**config.mk**
```make
export PLATFORM = sky130hd
export DESIGN_NAME = clic_vector
export DESIGN_NICKNAME = d
export VERILOG_FILES = /design/src/rtl/clic_vector.sv
export SDC_FILE = /design/constraint.sdc
export NUM_CORES = 1
export LEC_CHECK = 0
export ABC_AREA = 1
export ABC_CLOCK_PERIOD_IN_PS = 2700
export CORE_ASPECT_RATIO = 1.5
export CORE_UTILIZATION = 48
export CTS_CLUSTER_DIAMETER = 30
export DETAILED_ROUTE_END_ITERATION = 10
export PLACE_DENSITY = 0.95
export SYNTH_ARGS = -nofsm -noshare
export SYNTH_HDL_FRONTEND = slang
export SYNTH_SLANG_ARGS = --single-unit
```
**constraint.sdc**
```tcl
create_clock -name clock -period 2.7 [get_ports clock]
set_input_delay 0.54 -clock clock [delete_from_list [all_inputs] [get_ports clock]]
set_output_delay 0.54 -clock clock [all_outputs]
set_load 0.1 [all_outputs]
```
**src/rtl/clic_vector.sv**
```systemverilog
// Turns the CLIC's winning machine interrupt into a handler address and id for the core.
// The address comes from a vector-table read (shv=1) or from the aligned mtvec base (shv=0).
module clic_vector #(
    parameter int ID_W   = 12,
    parameter int ADDR_W = 32
) (
    input  logic              clock,
    input  logic              reset,
    input  logic              clic_meip,
    input  logic [ID_W-1:0]   clic_meid,
    input  logic              clic_shv,
    input  logic              mie,
    input  logic [ADDR_W-1:0] mtvec,
    input  logic [ADDR_W-1:0] mtvt,
    output logic              vec_valid,
    output logic              vec_instr,
    output logic [ADDR_W-1:0] vec_addr,
    output logic [3:0]        vec_wstrb,
    input  logic [ADDR_W-1:0] vec_rdata,
    input  logic              vec_ready,
    output logic              irq_valid,
    output logic [ADDR_W-1:0] irq_addr,
    output logic [ID_W-1:0]   irq_id,
    input  logic              irq_ready
);

    typedef enum logic [1:0] {
        IDLE  = 2'd0,
        FETCH = 2'd1,
        RESP  = 2'd2
    } state_t;

    state_t            r_state;
    state_t            w_state_nxt;

    logic              r_vec_valid;
    logic [ADDR_W-1:0] r_vec_addr;
    logic              r_irq_valid;
    logic [ADDR_W-1:0] r_irq_addr;
    logic [ID_W-1:0]   r_irq_id;
    logic [ID_W-1:0]   r_id;

    logic              w_vec_valid_nxt;
    logic [ADDR_W-1:0] w_vec_addr_nxt;
    logic              w_irq_valid_nxt;
    logic [ADDR_W-1:0] w_irq_addr_nxt;
    logic [ID_W-1:0]   w_irq_id_nxt;
    logic [ID_W-1:0]   w_id_nxt;

    logic              w_take;
    logic [ADDR_W-1:0] w_mtvec_base;
    logic [ADDR_W-1:0] w_mtvt_base;
    logic [ADDR_W-1:0] w_id_offset;
    logic [ADDR_W-1:0] w_tbl_addr;
    logic              w_unused;

    // Id 0 means "no interrupt" from the CLIC, so it never starts a request.
    assign w_take       = clic_meip & mie & (clic_meid != {ID_W{1'b0}});
    assign w_mtvec_base = {mtvec[ADDR_W-1:6], 6'b000000};
    assign w_mtvt_base  = {mtvt[ADDR_W-1:6], 6'b000000};
    assign w_id_offset  = {{(ADDR_W-ID_W-2){1'b0}}, clic_meid, 2'b00};
    assign w_tbl_addr   = w_mtvt_base + w_id_offset;
    assign w_unused     = ^{mtvec[5:0], mtvt[5:0], vec_rdata[0]};

    // State register.
    always_ff @(posedge clock or negedge reset) begin
        if (!reset) begin
            r_state <= IDLE;
        end else begin
            r_state <= w_state_nxt;
        end
    end

    // Next-state decision; a started fetch or response only ends by handshake or reset.
    always_comb begin
        w_state_nxt = r_state;
        case (r_state)
            IDLE: begin
                if (w_take) begin
                    w_state_nxt = clic_shv ? FETCH : RESP;
                end else begin
                    w_state_nxt = IDLE;
                end
            end
            FETCH: begin
                if (vec_ready) begin
                    w_state_nxt = RESP;
                end else begin
                    w_state_nxt = FETCH;
                end
            end
            RESP: begin
                if (irq_ready) begin
                    w_state_nxt = IDLE;
                end else begin
                    w_state_nxt = RESP;
                end
            end
            default: w_state_nxt = IDLE;
        endcase
    end

    // Next values of the registered outputs; CSRs are only looked at on the IDLE decision edge.
    always_comb begin
        w_vec_valid_nxt = r_vec_valid;
        w_vec_addr_nxt  = r_vec_addr;
        w_irq_valid_nxt = r_irq_valid;
        w_irq_addr_nxt  = r_irq_addr;
        w_irq_id_nxt    = r_irq_id;
        w_id_nxt        = r_id;
        case (r_state)
            IDLE: begin
                if (w_take) begin
                    w_id_nxt = clic_meid;
                    if (clic_shv) begin
                        w_vec_valid_nxt = 1'b1;
                        w_vec_addr_nxt  = w_tbl_addr;
                    end else begin
                        w_irq_valid_nxt = 1'b1;
                        w_irq_addr_nxt  = w_mtvec_base;
                        w_irq_id_nxt    = clic_meid;
                    end
                end else begin
                    w_vec_valid_nxt = 1'b0;
                    w_irq_valid_nxt = 1'b0;
                end
            end
            FETCH: begin
                if (vec_ready) begin
                    w_vec_valid_nxt = 1'b0;
                    w_irq_valid_nxt = 1'b1;
                    w_irq_addr_nxt  = {vec_rdata[ADDR_W-1:1], 1'b0};
                    w_irq_id_nxt    = r_id;
                end else begin
                    w_vec_valid_nxt = 1'b1;
                end
            end
            RESP: begin
                if (irq_ready) begin
                    w_irq_valid_nxt = 1'b0;
                end else begin
                    w_irq_valid_nxt = 1'b1;
                end
            end
            default: begin
                w_vec_valid_nxt = 1'b0;
                w_irq_valid_nxt = 1'b0;
            end
        endcase
    end

    // Output and latched-id registers.
    always_ff @(posedge clock or negedge reset) begin
        if (!reset) begin
            r_vec_valid <= 1'b0;
            r_vec_addr  <= {ADDR_W{1'b0}};
            r_irq_valid <= 1'b0;
            r_irq_addr  <= {ADDR_W{1'b0}};
            r_irq_id    <= {ID_W{1'b0}};
            r_id        <= {ID_W{1'b0}};
        end else begin
            r_vec_valid <= w_vec_valid_nxt;
            r_vec_addr  <= w_vec_addr_nxt;
            r_irq_valid <= w_irq_valid_nxt;
            r_irq_addr  <= w_irq_addr_nxt;
            r_irq_id    <= w_irq_id_nxt;
            r_id        <= w_id_nxt;
        end
    end

    assign vec_valid = r_vec_valid;
    assign vec_addr  = r_vec_addr;
    assign vec_instr = 1'b0;
    assign vec_wstrb = 4'b0000;
    assign irq_valid = r_irq_valid;
    assign irq_addr  = r_irq_addr;
    assign irq_id    = r_irq_id;

endmodule

```
# Yosys cells after proc, flatten, opt, wreduce, memory -nomap -nowiden
# Index checks and enable logic that the tools add are counted.
[op_classes]
n_addsub = 1
n_eq_ne = 7
n_mux = 22
n_bitwise = 3
n_reduce_logical = 8
[op_table]
columns = ["operator", "count"]
rows = [
  ["32-bit 2-to-1 mux", 3],
  ["32-bit case mux with 2 select lines", 1],
  ["12-bit 2-to-1 mux", 3],
  ["32-bit by 14-bit adder with 32-bit output", 1],
  ["12-bit case mux with 2 select lines", 1],
  ["12-bit nonzero test", 1],
  ["2-bit 2-to-1 mux", 4],
  ["1-bit 2-to-1 mux", 7],
  ["2-bit != test, second input constant", 3],
  ["3-bit != test, second input constant", 2],
  ["1-bit case mux with 3 select lines", 2],
  ["2-bit case mux with 3 select lines", 1],
  ["2-bit AND reduction", 3],
  ["4-bit AND reduction", 1],
  ["3-bit AND reduction", 1],
  ["1-bit bitwise AND", 2],
  ["2-bit by 1-bit == test with 1-bit output, second input constant", 1],
  ["2-bit == test, second input constant", 1],
  ["2-bit logical NOT", 1],
  ["2-bit nonzero test", 1],
  ["1-bit NOT", 1],
]
[word_totals]
ff_bits = 92
elab_cells = 48

# Longest topological paths before layout
[depth]
depth_word = 4
ltp_mapped = 12

# Worst setup path after synthesis
# OpenSTA, ideal clock, no wires.
[synth_timing]
kind = "input-to-reg"
startpoint = "input port clic_meid[4]"
endpoint = "register r_vec_addr[22], in the netlist vec_addr[22]"
arrival_ns = 1.792
slack_ns = 0.789
cell_stages = 10
n_path_buf = 0
path_cell_list = "ha_1 inv_1 fa_1 nor2_1 or2_2 nand2_1 nand2_1 nand3_1 nand3_1 nand2_1"
[synth_between]
elab_chain_len = 3
elab_cells_between_ends = 4
[synth_lines]
columns = ["element", "line_no", "rtl"]
rows = [
  ["start, declared", "10", "input logic [ID_W-1:0] clic_meid,"],
  ["parallel branches: the longest is 3 deep, another holds 32-bit by 14-bit adder with 32-bit output", "n/a", ""],
  ["end signal, assigned", "156", "r_vec_addr <= {ADDR_W{1'b0}};"],
  ["end signal, assigned", "163", "r_vec_addr <= w_vec_addr_nxt;"],
  ["end, declared", "37", "logic [ADDR_W-1:0] r_vec_addr;"],
]
# Parallel ways; which one is timed is not known.
# A chain may end at the register's enable or synchronous reset.

# Final worst setup path
# Ends and elaborated chain as after synthesis.

==> results.cfg <==
[timing]
max_freq_mhz = 438
drv_slew = 0
finClkSkew_ns = 0.00539
tightest_slew_ns = 0.519
fin_crit_sh_pct = 84.6
rsz0062_at_grt = false
finalSetupViolCount = 0
period_minus_slack_ns = 2.29
final.setup.tns_ns = 0
max_slew_margin_pct = 65.4
hold_viol = 0
whs_ns = 0.161

[synth]
syn_inst = 648
synth-async-reset-ratio_pct = 100
synth_top_area_share_pct = 44.3
yosysSeqAreaShare_pct = 44.3
ys_ff_latch = 89
avgSynthCellArea_um2 = 7.77
synthTopCellsByCount = nand2_1 (250), dfrtp_1 (89), o21ai_0 (56)
synth_area_um2 = 5030
synth-edff-count = 0
synth_top_cell_by_area = dfrtp_1
synth.most_common_cell = nand2_1
synth_area_leaders = dfrtp_1 (44%), nand2_1 (19%), mux2i_1 (6.4%)
synth_cell_types = 34
ys.flop_type = dfrtp_1
ys_warn_count = 0

[pwr]
peakVddDrop_uv = 478
p_int_w = 0.00370
p_leak_nw = 3.71
p_clk_share_pct = 15.5
powerDensity_nw_per_um2 = 1250
swShare_pct = 57.6
seq_power_share_pct = 24.4
netSwitchingPower_w = 0.00503
p_comb_share_pct = 60.0

[grt]
grt_pass1_vias = 4935
grtUsageTotal_pct = 28.3
grt_first_pass_wirelength_um = 23600
grt_start_max_net_pins = 87
grt_antenna_before_repair = 0
grt-ovfl-total = 0

[clock_tree]
htreeDepth = 3
insertion_delay_ns = 0.34
cts.sinks = 89
cts_setup_buffers = 0
clk_pin_slew_ns = 0.06
cts_root_buf = clkbuf_16
clock_path_buffers = 2
ctsHoldBuffers = 0
cts_resized = 0
cts_buffers = 9
cts_tree = yes

[routing]
drc_errors = 0
wl_per_cell_um = 16.1
final_antenna_net_count = 0
drt-pass1-iter-count = 5
drt_iter0_drc = 195
post_drt_via_cell_ratio = 5.21
vias = 4943
detail_route.wirelength_um = 15300

[job]
drv_cap = 0

[floorplan]
die_area_um2 = 10900
die_h_um = 127
dieWidth_um = 85.6
start_util_pct = 49.7
rows = 45
io-pin-count = 198
core_um2 = 10100

[critical_path]
cp-end-kind = register
reg2reg_slack_ns = 0.83
cp-start-kind = primary input
cp-startpoint = clic_meid[4]
worst-r2r-cell-count = 8
worstReg2RegStart = r_state[1]
reg2reg_to = irq_addr[14]
crit_type = in -> reg
cp_data_arrival_time_ns = 2.52
crit_required_ns = 2.93
worstPathMaxFanout = 6

[final_layout]
layoutNonFillerInstCount = 948
multi_input_area_um2 = 2370
fillers = 791
diodes = 0
regArea_um2 = 2230
area_growth_pct = 38.5
layout.nets = 951
drive_gt1_share_pct = 15.5

[placement]
io_buffers = 176
dp_cells = 933
hpwl_um = 11400
gp_congestion = 0.937

[run_status]
status = finished, final reports clean

[min_path]
min_path_type = in -> async
worst max-delay path: stages:
cell	delay, ns
clkdlybuf4s50_1	0.48
ha_1	0.20
inv_1	0.06
fa_1	0.45
nor2_1	0.15
or2_2	0.14
nand2_1	0.05
nand2_1	0.19
nand3_1	0.10
nand3_1	0.10
nand2_1	0.05
power by group through the flow:
stage | Sequential (W) | Clock (W) | Combinational, W
3_5_place_dp | 0.00213 | 0 | 0.00522
2_1_floorplan | 0.00534 | 0 | 0.000821
5_1_grt | 0.00217 | 0.00142 | 0.00541
3_3_place_gp | 0.00210 | 0 | 0.00514
6_report | 0.00213 | 0.00135 | 0.00524
4_1_cts | 0.00213 | 0.00137 | 0.00525
through the flow:
stage	power (W)	worst slack, ns	util, %	cell area, um^2
after CTS	0.00875	0.400	68.8	6970
after global placement	0.00725	0.0966	65.6	6650
final	0.00873	0.415	68.8	6970
after detailed placement	0.00735	0.0709	65.6	6650
after global routing	0.00901	0.193	68.8	6970
after floorplan	0.00616	0.789	-	5060
metal layers:
layer / up-vias / global-route usage [%] / wire length [um]
li1: 2402 / - / -
met1: 2302 / 27.8 / 5440
met2: 192 / 54.5 / 8110
met3: 47 / 4.84 / 1040
met4: 0 / 16.4 / 683
met5: - / 0 / 0
worst max-delay path by stage:
stage	end	slack (ns)	cells after the start
detailed placement	vec_addr[22]	0.07	11
global placement	vec_addr[22]	0.1	11
CTS	vec_addr[22]	0.40	11
global route	vec_addr[26]	0.19	11
finish	vec_addr[22]	0.41	11
floorplan	vec_addr[22]	0.79	10
kinds of logic after synthesis:
logic type                 after synthesis  share of synthesized area, %
AOI/OAI and AO/OA                       70                          7.56
xor gates and xnor gates                 7                          1.22
adders and majority gates                9                          2.39
buffers and inverters                   86                          9.15
DFF                                     89                          44.3
muxes                                   32                          6.37
other                                    1                        0.0745
and+or+nand+nor                        354                          29.0
final cells by class:
class | count | area share, %
clock inverter | 4 | 1.11
timing repair buffer | 190 | 24.2
sequential | 89 | 32.0
tap | 117 | 2.10
clock buffer | 11 | 3.48
multi-input combinational | 480 | 34.0
inverter | 57 | 3.07
registers in the layout (all words and copies together), names as in the netlist:
signal     flops
irq_addr      31
irq_id        12
irq_valid      1
r_id          12
r_state        2
vec_addr      30
vec_valid      1
cells in the final DEF, fill, tap and decap left out, drive strengths merged, types with 2 or more instances in the layout:
master           n
a21oi            2
and2             2
buf             90
bufinv           2
clkbuf          11
clkdlybuf4s50  100
clkinv           2
conb             8
dfrtp           89
ha               8
inv             57
mux2i           32
nand2          259
nand3           42
nand3b           2
nand4            4
nor2            36
nor3             2
o21ai           66
or2              7
xnor2            6
Power figures use the tool's default switching activity.
